## src/rtl/snap_capture_sequencer.sv

```systemverilog
// rtl/snap_capture_sequencer.sv - sequences one snapshot BRAM capture from a software control word
module snap_capture_sequencer #(
  parameter int ADDR_WIDTH = 11
) (
  input  logic                  user_clk,
  input  logic                  user_rst,
  input  logic [31:0]           ctrl_word,
  input  logic                  trig,
  input  logic                  din_valid,
  input  logic                  stop,
  output logic                  bram_we,
  output logic [ADDR_WIDTH-1:0] bram_addr,
  output logic [31:0]           status
);

  localparam int CW = ADDR_WIDTH + 1;
  localparam logic [ADDR_WIDTH-1:0] PTR_LAST = '1;
  localparam logic [ADDR_WIDTH-1:0] PTR_ONE  = {{(ADDR_WIDTH-1){1'b0}}, 1'b1};
  localparam logic [CW-1:0]         CNT_ONE  = {{ADDR_WIDTH{1'b0}}, 1'b1};

  typedef enum logic [1:0] {S_IDLE, S_ARMED, S_CAPTURE, S_DONE} state_t;

  state_t          state_q, state_d;
  logic            arm_q;
  logic            trig_imm_q, ign_valid_q, circ_q;
  logic            done_q, wrapped_q;
  // cnt_q doubles as the write pointer: its low bits are the next address
  logic [CW-1:0]   cnt_q;
  logic            arm_rise, abort, qualified;
  logic            capture_cycle, issue_write, busy;
  logic [31:0]     status_d;
  logic            unused_ctrl;

  assign arm_rise    = ctrl_word[0] & ~arm_q;
  assign abort       = ~ctrl_word[0];
  assign qualified   = din_valid | ign_valid_q;
  assign unused_ctrl = ^ctrl_word[31:4];

  // State register
  always_ff @(posedge user_clk) begin
    if (user_rst) state_q <= S_IDLE;
    else          state_q <= state_d;
  end

  // Next-state decode; abort outranks trigger and stop
  always_comb begin
    state_d = state_q;
    unique case (state_q)
      S_IDLE:    if (arm_rise) state_d = S_ARMED;
      S_ARMED: begin
        if (abort)                    state_d = S_IDLE;
        else if (trig_imm_q || trig)  state_d = S_CAPTURE;
      end
      S_CAPTURE: begin
        if (abort)                    state_d = S_IDLE;
        else if (circ_q && stop)      state_d = S_DONE;
        else if (!circ_q && qualified && cnt_q[ADDR_WIDTH-1:0] == PTR_LAST)
                                      state_d = S_DONE;
      end
      S_DONE:    if (abort) state_d = S_IDLE;
      default:   state_d = S_IDLE;
    endcase
  end

  // Output decode: write issue, busy flag and the next status word
  always_comb begin
    capture_cycle = 1'b0;
    busy          = 1'b0;
    status_d      = '0;
    unique case (state_q)
      S_ARMED: begin
        busy          = 1'b1;
        capture_cycle = !abort && (trig_imm_q || trig);
      end
      S_CAPTURE: begin
        busy          = 1'b1;
        capture_cycle = !abort && !(circ_q && stop);
      end
      default: ;
    endcase
    issue_write             = capture_cycle && qualified;
    status_d[31]            = done_q;
    status_d[30]            = busy;
    status_d[29]            = wrapped_q;
    status_d[ADDR_WIDTH:0]  = cnt_q;
  end

  // Datapath: arm edge detect, mode latch, pointer/count, BRAM port and status register
  always_ff @(posedge user_clk) begin
    if (user_rst) begin
      arm_q       <= 1'b1;
      trig_imm_q  <= 1'b0;
      ign_valid_q <= 1'b0;
      circ_q      <= 1'b0;
      done_q      <= 1'b0;
      wrapped_q   <= 1'b0;
      cnt_q       <= '0;
      bram_we     <= 1'b0;
      bram_addr   <= '0;
      status      <= '0;
    end else begin
      arm_q   <= ctrl_word[0];
      bram_we <= issue_write;
      status  <= status_d;
      if (issue_write) bram_addr <= cnt_q[ADDR_WIDTH-1:0];

      if (state_q == S_IDLE && arm_rise) begin
        trig_imm_q  <= ctrl_word[1];
        ign_valid_q <= ctrl_word[2];
        circ_q      <= ctrl_word[3];
        cnt_q       <= '0;
        done_q      <= 1'b0;
        wrapped_q   <= 1'b0;
      end else if (issue_write) begin
        if (circ_q) begin
          cnt_q <= {1'b0, cnt_q[ADDR_WIDTH-1:0] + PTR_ONE};
          if (cnt_q[ADDR_WIDTH-1:0] == PTR_LAST) wrapped_q <= 1'b1;
        end else begin
          cnt_q <= cnt_q + CNT_ONE;
        end
      end

      if (state_q == S_CAPTURE && state_d == S_DONE) done_q <= 1'b1;
    end
  end

endmodule

```

## config.mk

```make
export PLATFORM = sky130hd
export DESIGN_NAME = snap_capture_sequencer
export DESIGN_NICKNAME = d
export VERILOG_FILES = /design/src/rtl/snap_capture_sequencer.sv
export SDC_FILE = /design/constraint.sdc
export NUM_CORES = 1
export LEC_CHECK = 0
export ABC_AREA = 1
export BUFFER_PORTS_ARGS = -buffer_cell sky130_fd_sc_hd__buf_2
export CAP_MARGIN = 40
export CORE_MARGIN = 2
export CORE_UTILIZATION = 35
export DETAILED_ROUTE_END_ITERATION = 6
export GPL_TIMING_DRIVEN = 0
export PLACE_DENSITY = 0.69
export SYNTH_ARGS = -nofsm -noshare
export SYNTH_HDL_FRONTEND = slang
export SYNTH_SLANG_ARGS = --single-unit
```

## constraint.sdc

```tcl
create_clock -name user_clk -period 2.3 [get_ports user_clk]
set_clock_uncertainty 0.2 [all_clocks]
set_input_delay 0.23 -clock user_clk [delete_from_list [all_inputs] [get_ports user_clk]]
set_output_delay 0.23 -clock user_clk [all_outputs]
set_load 0.01 [all_outputs]
```

Word-level counts from Yosys, hierarchy flattened. Cells that the tools add are included.

Output and inout bits: 44. Logic and storage cells: 51. Flip-flop bits (word level): 64.

Muxes and demuxes: 13. Bitwise logic cells: 3. Reduce and logical (&&, ||, !) cells: 16. $add $sub $neg: 2. Equality and inequality tests: 5.

Operator list (count): $mux W2 (7); $add A12 B1 Y12 const B (1); $mux W12 (1); $add A11 B1 Y11 const B (1); $eq A11 B11 Y1 const B (1); $logic_and A1 B1 Y1 (8); $pmux W2 S4 (1); $eq A2 B2 Y1 const B (3); $reduce_or A2 Y1 (2); $mux W1 (3); $reduce_and A3 Y1 (1); $eq A2 B1 Y1 const B (1); $logic_not A1 Y1 (2); $logic_not A2 Y1 (1); $pmux W1 S2 (1); $reduce_bool A2 Y1 (1); $and A1 B1 Y1 (1); $logic_or A1 B1 Y1 (1); $not A1 Y1 (1); $or A1 B1 Y1 (1).

Longest topological paths before layout. Gate-level depths: netlist (run 1).

Depth after elaboration: 10. Gate-level depth with buffers: 10. Gate-level depth less buffers: 10.

Least setup slack after synthesis (run 1). Ideal clock, no wire load.

Path type: register to register. Start point: reg state_q[0]. End point: reg cnt_q[6]. Period minus slack after synthesis: 1.782 ns. Slack: 0.518 ns. Data required time: 1.977 ns. Stages on the path, launching flop included: 9. Arrival time: 1.459 ns. Library setup time: 0.123 ns. Cells stage by stage: dfxtp_1 inv_1 ha_1 inv_1 nor3_4 nand3_4 buf_4 nor4_1 nor3_1.

Word-level cells in the longest chain between the ends: 3. Elaborated cells between the ends (all ways): 7.

RTL lines: from (decl) (line 23) `state_t state_q, state_d;`; from (signal assigned) (line 42) `else state_q <= state_d;`; $eq A2 B2 Y1, or another cell as far along (line 70) `unique case (state_q)`; $pmux W1 S2 / $logic_and A1 B1 Y1 (equally long branches) (line 70, 107); $logic_and A1 B1 Y1 / $reduce_or A2 Y1 (equally long branches); to (signal assigned) (line 116) `cnt_q <= {1'b0, cnt_q[ADDR_WIDTH-1:0] + PTR_ONE};`; to (signal assigned) (line 119) `cnt_q <= cnt_q + CNT_ONE;`; to (decl) (line 28) `logic [CW-1:0] cnt_q;`.

Several ways; a longest one is shown, not always the timed one. A chain may end at the register's enable or synchronous reset.

Worst setup path after layout (run 1).
Start point: reg state_q[0]. End point: reg cnt_q[0].

The elaborated chain is that of the path after synthesis.

==> results of run 1 <==
==> metal layers <==
| metal | vias up | part of all wire | global-route usage | routed length [um] |
|---|---|---|---|---|
| met2 | 40 | 0.47 | 0.222 | 1920 |
| met3 | 8 | 0.047 | 0.0238 | 190 |
| li1 | 897 | - | - | - |
| met1 | 739 | 0.46 | 0.167 | 1880 |
| met4 | 0 | 0.017 | 0.0569 | 67 |
| met5 | - | 0 | 0 | 0 |
==> timing repair <==
action	4_1_cts	5_1_grt
setup endpoints to repair	0	0
hold buffers	4	0
endpoints found under the hold margin	4	0
==> cells in the mapped netlist <==
library cell,instances
nor2_1,32
ha_1,6
a21oi_1,25
clkbuf_1,2
nand3_1,11
nand2_2,1
nor4_1,1
buf_6,1
nand4_1,3
o21bai_1,1
nor3_1,12
nor3_4,1
nor2_2,3
buf_4,18
nand3_4,1
buf_1,1
nand2_1,37
inv_1,26
inv_2,3
conb_1,1
dfxtp_1,47
nor4_2,1
buf_2,1
o21ai_1,9
o21ai_0,8
nor3_2,1
==> stage by stage <==
step,setup slack (ns),std cells,util,power [W]
after global placement,0.291,376,0.420,0.000940
after CTS,0.243,388,0.446,0.00147
after detailed placement,0.272,376,0.420,0.000941
final,0.252,388,0.446,0.00146
after global routing,0.128,388,0.446,0.00151
after floorplan,0.518,269,-,0.000917
==> report_power, final <==
part	internal [W]	leakage [nW]	switching, W
registers	0.000820	0.379	0.00000426
logic	0.0000435	0.711	0.0000593
clock network	0.000274	0.0515	0.000255
==> state kept, by name, indices dropped and copies added, names as in the netlist, 2 cells and up <==
signal     count
state_q        2
cnt_q         12
status        15
bram_addr     11
==> layout by cell type, fill, tap and decap left out <==
master / synthesis / layout
a21oi_1: 25 / 25
buf_1: 1 / 1
buf_2: 1 / 36
buf_4: 18 / 18
buf_6: 1 / 1
clkbuf_1: 2 / 3
clkbuf_8: 0 / 7
conb_1: 1 / 17
dfxtp_1: 47 / 47
dlygate4sd3_1: 0 / 4
ha_1: 6 / 6
inv_1: 26 / 26
inv_2: 3 / 3
nand2_1: 37 / 37
nand2_2: 1 / 1
nand3_1: 11 / 11
nand3_4: 1 / 1
nand4_1: 3 / 3
nor2_1: 32 / 32
nor2_2: 3 / 3
nor3_1: 12 / 12
nor3_2: 1 / 1
nor3_4: 1 / 1
nor4_1: 1 / 1
nor4_2: 1 / 1
o21ai_0: 8 / 8
o21ai_1: 9 / 9
o21bai_1: 1 / 1
==> worst paths after layout <==
path | startpoint | to | slack, ns | cells past startpoint
hold reg to reg | done_q | status[31] | 0.23 | 2
setup reg to reg | state_q[0] | cnt_q[0] | 0.25 | 8
setup / recovery | state_q[0] | cnt_q[0] | 0.25 | 8
hold / removal | ctrl_word[3] | circ_q | 0.01 | 3
==> worst max-delay path, delay by kind of cell (launching register included) <==
kind                     cells  cell delay, ns
AO/OA/AOI/OAI                1            0.10
adder cells (fa/ha/maj)      1            0.29
buffers and inverters        4            0.62
flip-flops                   1            0.38
AND/OR/NAND/NOR              2            0.33
==> cell type report <==
cell class                      count  share of cell area
Sequential cell                    47               0.383
Multi-Input combinational cell    170               0.341
Timing Repair Buffer               39              0.0877
Buffer                             23              0.0663
Inverter                           29              0.0443
Clock buffer                        8              0.0408
Tap cell                           72              0.0367
==> kinds of logic after synthesis <==
family,Yosys count,synth area share
adder cells (fa/ha/maj),6,0.0377
AO/OA/AOI/OAI,43,0.109
buffers and inverters,52,0.136
other,1,0.00188
AND/OR/NAND/NOR,104,0.242
flip-flops,47,0.473
==> out/metrics.csv, run 1 <==
metric,value,unit
Hold Path Class,input pin to register,
Leak,1.14,nW
vias,1684,
max-capacitance violation count,0,
n_diodes,0,
Worst EP arrival,2.02,ns
All-Layer GR Usage,0.133,
Register Area,941,um2
Final setup viols,0,
worst skew pair latency,0.29,ns
DR iter-0 viols,97,
Worst Tran Pin Value,0.502,ns
DRC,0,
CP startpoint kind,register,
highest clock rate,488,MHz
Bufs on Longest Clock Path,2,
DP Area,0.00231,mm2
WL final,4060,um
Final min period,2.05,ns
row cnt,27,
"Clk pin slew, worst setup/hold paths",0.08,ns
WS Path Type,register to register,
Finished Cell Area,0.00245,mm2
post-route ant nets,0,
leading area contributor after synthesis,dfxtp_1,
Clock Sinks,47,
slowest CP cell,dfxtp_1,
Worst path most repeated cell,inv_1,
RSZ-0062 raised after global routing,false,
Synth cell types,26,
Via density,4.34,
drt pass-1 iters,4,
CP endpoint kind,register,
H-tree levels,2,
final hold vios,0,
Required @ worst endpoint,2.27,ns
Max rail drop VDD,0.276,mV
initial antenna violation count,0,
CTS root buffer,clkbuf_8,
sequential area share after synthesis,0.473,
Initial Utilization,0.361,
TritonCTS Buffers,5,
Power Density,593,mW/mm2
top-area cell type share of the netlist area,0.473,
Post-CTS Setup Bufs,0,
die width,79.4,um
Congestion Overflow GR,0,
gpl congestion,0.900,
"Cell Chain, Critical Path",inv_1 > ha_1 > inv_1 > nor3_4 > nand3_4 > inv_2 > buf_2 > a21oi_1,
largest net degree at the start of global routing,14,
# fillers,571,
Synth area leaders,"dfxtp_1 (47%), nand2_1 (7.0%), buf_4 (6.8%)",
Ys Warns,0,
status,"finished, final reports clean",
Worst Hold Margin,0.0129,ns
CTS tree,done,
worst-path fanout max,10,
die height,79.4,um
final setup TNS,0,ns
"flops & latches, synth",47,
vias in the first global route,1514,
Die Area,0.00630,mm2
Core Area,0.00551,mm2
Max-slew headroom,0.666,
Syn Area/Cell,7.86,um2
port bufs,35,
Ports,81,
first-pass GRT wire length,6600,um
Max Slew Vio Count,0,
layout cell share with drive strength beyond 1,0.231,
Nets,358,
drt wl/cell,10.5,um
Syn Inst Count,253,
Crit path largest cell delay,0.38,ns
area of the multi-input gates,837,um2
final critical-path share of the clock period,0.890,
Post-Syn Area,0.00199,mm2
# resized after CTS,0,
HPWL after detailed placement,3050,um
synthesis-to-layout area growth,23.4,%
Note: power is estimated with default switching activity, not from simulation.
==> run 2, diff against run 1 <==
--- a/config.mk
+++ b/config.mk
@@ -8,11 +8,11 @@
 export ABC_AREA = 1
 export BUFFER_PORTS_ARGS = -buffer_cell sky130_fd_sc_hd__buf_2
 export CAP_MARGIN = 40
-export CORE_MARGIN = 2
-export CORE_UTILIZATION = 35
+export CORE_UTILIZATION = 47
 export DETAILED_ROUTE_END_ITERATION = 6
 export GPL_TIMING_DRIVEN = 0
-export PLACE_DENSITY = 0.69
+export PLACE_DENSITY = 0.86
+export SLEW_MARGIN = 20
 export SYNTH_ARGS = -nofsm -noshare
 export SYNTH_HDL_FRONTEND = slang
 export SYNTH_SLANG_ARGS = --single-unit
==> run 2 against run 1 <==
  * Sequential power about the same
  * Combinational power about the same
  * Non-clock buffer count down 2
  * Worst hold slack worse by 0.0050 ns
  * Critical path type unchanged
  * Sequential share of layout area up 0.41 points
  * Cell area down 1.1%
  * Register-to-register slack about the same
==> out/metrics.csv, run 2 (same netlist as run 1, synthesis figures left out) <==
metric,value,unit
status,"finished, final reports clean",
Max Slew Vio Count,0,
Core Area,0.00403,mm2
drt wl/cell,11.5,um
worst-path fanout max,10,
port bufs,35,
max-capacitance violation count,0,
All-Layer GR Usage,0.202,
Worst Tran Pin Value,0.562,ns
final setup TNS,0,ns
Worst EP arrival,2.05,ns
Worst R2R Path Depth,8,
first-pass GRT wire length,6790,um
Initial Utilization,0.494,
Die Area,0.00450,mm2
Hold Path Class,input pin to register,
row cnt,23,
Via density,4.78,
Nets,356,
Post-CTS Setup Bufs,0,
DRC,0,
CP endpoint kind,register,
Crit Reg-Reg Endpoint,bram_addr[6],
die width,67.1,um
"Clk pin slew, worst setup/hold paths",0.09,ns
setup ws final,0.243,ns
Clock Sinks,47,
Hold Path Origin,ctrl_word[1],
# fillers,357,
final critical-path share of the clock period,0.894,
CTS root buffer,clkbuf_8,
placed insts,354,
drt pass-1 iters,4,
Hold Path Depth,3,
pre-CTS setup slack,0.265,ns
Top reg by flops,status,
Critical R2R Launch,state_q[0],
Final min period,2.06,ns
Register Area,941,um2
DR iter-0 viols,99,
largest net degree at the start of global routing,16,
Max rail drop VDD,0.399,mV
Power Density,646,mW/mm2
WL final,4190,um
"commonest non-fill, non-tap cell in the layout",dfxtp_1,
n_diodes,0,
WS Path Type,register to register,
TritonCTS Buffers,5,
Regs by FF count,"status (15), cnt_q (12), bram_addr (11)",
CTS tree,done,
Critical Path Start,state_q[0],
worst skew pair latency,0.30,ns
gpl congestion,0.856,
final hold vios,0,
Leak,1.14,nW
Max-slew headroom,0.625,
Bufs on Longest Clock Path,2,
CP startpoint kind,register,
final cell count without fillers,364,
reg2reg setup slack,0.24,ns
synthesis-to-layout area growth,22.1,%
vias in the first global route,1594,
Congestion Overflow GR,0,
RSZ-0062 raised after global routing,false,
HPWL after detailed placement,3000,um
max reg flops,15,
CP Capture Point,bram_addr[6],
post-route ant nets,0,
die height,67.1,um
Required @ worst endpoint,2.29,ns
H-tree levels,2,
Final setup viols,0,
initial antenna violation count,0,
most frequent cells in the layout,"dfxtp_1 (47), nand2_1 (37), buf_2 (36)",
layout cell share with drive strength beyond 1,0.236,
area of the multi-input gates,837,um2
vias,1740,
highest clock rate,486,MHz
Ports,81,
[run 2: changes by cell type in the layout (fill, tap and decap cells not counted)]
cell,change
clkbuf_1,-1
inv_6,+1
clkbuf_8,-1
bufinv_16,+1
dlygate4sd3_1,-2
[run 2: metal layers]
metal,global-route usage,vias to the layer above,wire [um]
li1,-,895,-
met1,0.240,790,1900
met5,0,-,0
met2,0.341,49,2030
met4,0.0824,0,61
met3,0.0514,6,192
[run 2: repair_timing]
item	CTS	global route
setup endpoints to repair	0	0
hold buffers	2	0
gates resized for setup	0	0
endpoints found under the hold margin	2	0
[run 2: critical path: stages, from the launching register on]
cell	delay (ns)
dfxtp_1	0.38
inv_1	0.12
ha_1	0.29
inv_1	0.08
nor3_4	0.20
nand3_4	0.14
inv_2	0.18
buf_2	0.26
a21oi_1	0.11
[run 2: area by class of cell]
type	instances	area share
clock inverters	2	0.0160
repair buffers	37	0.0804
well taps	50	0.0258
inverters	29	0.0448
clock buffers	6	0.0340
flip-flops and latches	47	0.387
multi-input cells	170	0.345
plain buffers	23	0.0670
[run 2: where the power goes]
group          internal (W)  switching [W]  total, W
registers          0.000821     0.00000455  0.000825
clock network      0.000358       0.000284  0.000642
logic             0.0000414      0.0000602  0.000102
total               0.00122       0.000349   0.00157
[run 2: how the worst min path moves through the flow]
stage / end
2_1_floorplan: status[31]
3_3_place_gp: status[31]
3_5_place_dp: status[29]
4_1_cts: ign_valid_q
5_1_grt: ign_valid_q
6_report: trig_imm_q
[run 2: through the flow]
step	hold WS, ns	instance area [um2]	util	power (W)
after global routing	0.0226	2430	0.603	0.00162
after global placement	0.207	2290	0.568	0.000939
after floorplan	0.112	2050	-	0.000917
after detailed placement	0.225	2290	0.568	0.000941
after CTS	0.00277	2430	0.603	0.00157
final	0.00789	2430	0.603	0.00157
==> run 3, diff against run 2 <==
--- a/config.mk
+++ b/config.mk
@@ -8,10 +8,11 @@
 export ABC_AREA = 1
 export BUFFER_PORTS_ARGS = -buffer_cell sky130_fd_sc_hd__buf_2
 export CAP_MARGIN = 40
-export CORE_UTILIZATION = 47
+export CORE_UTILIZATION = 43
 export DETAILED_ROUTE_END_ITERATION = 6
 export GPL_TIMING_DRIVEN = 0
-export PLACE_DENSITY = 0.86
+export HOLD_SLACK_MARGIN = 0.1
+export PLACE_DENSITY = 0.83
 export SLEW_MARGIN = 20
 export SYNTH_ARGS = -nofsm -noshare
 export SYNTH_HDL_FRONTEND = slang
==> constraint.sdc (replaced) <==
create_clock -name user_clk -period 1.65 [get_ports user_clk]
set_clock_uncertainty 0.2 [all_clocks]
set_input_delay 0.165 -clock user_clk [delete_from_list [all_inputs] [get_ports user_clk]]
set_output_delay 0.165 -clock user_clk [all_outputs]
set_load 0.01 [all_outputs]
==> run 3 against run 2 <==
  * The flow now finishes with violations (negative setup slack)
  * Sequential power increased by 39%
  * Core utilization decreased by 0.27 points
  * Die area increased by 9.0%
  * Clock power increased by 2%
  * First-iteration DRC count increased by 58%
  * Setup slack got worse by 0.47 ns
  * Non-clock buffer count increased by 12
  * Fmax increased by 9.6%
  * Total power increased by 26%
  * Largest power group unchanged
  * Highest routed layer unchanged
==> out/metrics.csv, run 3 (same netlist as run 1, synthesis figures left out) <==
metric,value,unit
"Clk pin slew, worst setup/hold paths",0.08,ns
Ports,81,
Top reg by flops,status,
CTS tree,done,
die height,70.0,um
drt pass-1 iters,4,
TritonCTS Buffers,5,
met2 Use GR,0.313,
Worst Tran Pin Value,0.573,ns
Logic pwr share,0.087,
Core Area,0.00441,mm2
DR iter-0 viols,156,
final critical-path share of the clock period,1.14,
Max rail drop VDD,0.433,mV
Via density,4.92,
Max-slew headroom,0.618,
RSZ-0062 raised after global routing,true,
n_diodes,0,
row cnt,24,
Power Density,747,mW/mm2
worst skew pair latency,0.29,ns
highest clock rate,533,MHz
final setup TNS,-4.80,ns
HPWL after detailed placement,3100,um
max reg flops,15,
met3 usage,0.0505,
die width,70.0,um
final cell count without fillers,378,
failing checks,negative setup slack,
Die Area,0.00490,mm2
Switch Pwr,0.000464,W
synthesis-to-layout area growth,33.1,%
Sw Share,0.234,
CP startpoint kind,register,
pre-CTS setup slack,-0.251,ns
Regs by FF count,"status (15), cnt_q (12), bram_addr (11)",
Required @ worst endpoint,1.67,ns
worst-path fanout max,7,
DRC,0,
CP endpoint kind,register,
Congestion Overflow GR,0,
WS Path Type,register to register,
final hold vios,0,
Max Slew Vio Count,0,
P_int,0.00152,W
placed insts,356,
gpl congestion,0.901,
# fillers,379,
status,"finished, violations left",
"commonest non-fill, non-tap cell in the layout",dfxtp_1,
Hold Path Class,input pin to register,
Finished Cell Area,0.00265,mm2
most frequent cells in the layout,"dfxtp_1 (44), nand2_1 (35), buf_2 (35)",
setup ws final,-0.227,ns
Clock Sinks,47,
layout cell share with drive strength beyond 1,0.337,
max-capacitance violation count,0,
DP Area,0.00234,mm2
CTS root buffer,clkbuf_8,
largest net degree at the start of global routing,14,
drt wl/cell,12.5,um
All-Layer GR Usage,0.192,
port bufs,35,
Worst EP arrival,1.90,ns
Final setup viols,26,
Flop pwr share,0.581,
vias,1860,
post-route ant nets,0,
gr busiest metal,met2,
Final min period,1.88,ns
post-layout util,0.600,
H-tree levels,2,
M1 GR Usage,0.246,
Leak,1.23,nW
Bufs on Longest Clock Path,2,
reg2reg setup slack,-0.23,ns
Nets,368,
vias in the first global route,1681,
WL final,4740,um
first-pass GRT wire length,7470,um
Clock power frac,0.332,
initial antenna violation count,0,
Initial Utilization,0.451,
## run 3: critical path, stage by stage, from the launching register on
cell	delay, ns
dfxtp_2	0.37
inv_4	0.05
ha_4	0.27
inv_4	0.04
nor3_4	0.20
nand3_4	0.19
inv_6	0.14
buf_6	0.14
nand3_1	0.08
a21oi_1	0.12
## run 3: area by class of cell
type / count / area, um2 / share of cell area
clock inverters: 1 / 5.00 / 0.00189
repair buffers: 49 / 312 / 0.118
flip-flops and latches: 47 / 947 / 0.358
plain buffers: 23 / 170 / 0.0642
inverters: 29 / 121 / 0.0458
well taps: 52 / 65.1 / 0.0246
clock buffers: 7 / 76.3 / 0.0288
multi-input cells: 170 / 952 / 0.359
## run 3: final timing paths
path / end / from / cells past startpoint
setup / recovery: cnt_q[10] / state_q[0] / 9
hold / removal: trig_imm_q / ctrl_word[0] / 5
hold reg to reg: status[31] / done_q / 2
setup reg to reg: cnt_q[10] / state_q[0] / 9
## run 3: power by group through the flow
| stage | combinational, W | sequential [W] | clock [W] |
|---|---|---|---|
| 2_1_floorplan | 0.000104 | 0.00118 | 0 |
| 3_3_place_gp | 0.000138 | 0.00118 | 0 |
| 3_5_place_dp | 0.000140 | 0.00118 | 0 |
| 4_1_cts | 0.000164 | 0.00115 | 0.000668 |
| 5_1_grt | 0.000188 | 0.00115 | 0.000719 |
| 6_report | 0.000172 | 0.00115 | 0.000658 |
## run 3: metrics by stage
step                      hold slack, ns  power [W]
after detailed placement           0.197    0.00132
after global placement             0.192    0.00131
after CTS                          0.127    0.00198
final                              0.112    0.00198
after floorplan                   0.0474    0.00128
after global routing               0.146    0.00206
## run 3: repair_timing
item,CTS,global route
setup buffers,6,1
hold endpoints to repair,8,0
endpoints found under the setup margin,28,30
pin swaps,11,4
hold buffers,7,0
gates cloned,1,0
gates resized for setup,19,15
## run 3: layer usage
metal  part of all wire  routed length, um  vias to the layer above
met5                  0                  0                        -
met4              0.016                 75                        0
met3              0.063                300                       10
met2               0.48               2280                       73
met1               0.44               2090                      854
li1                   -                  -                      923
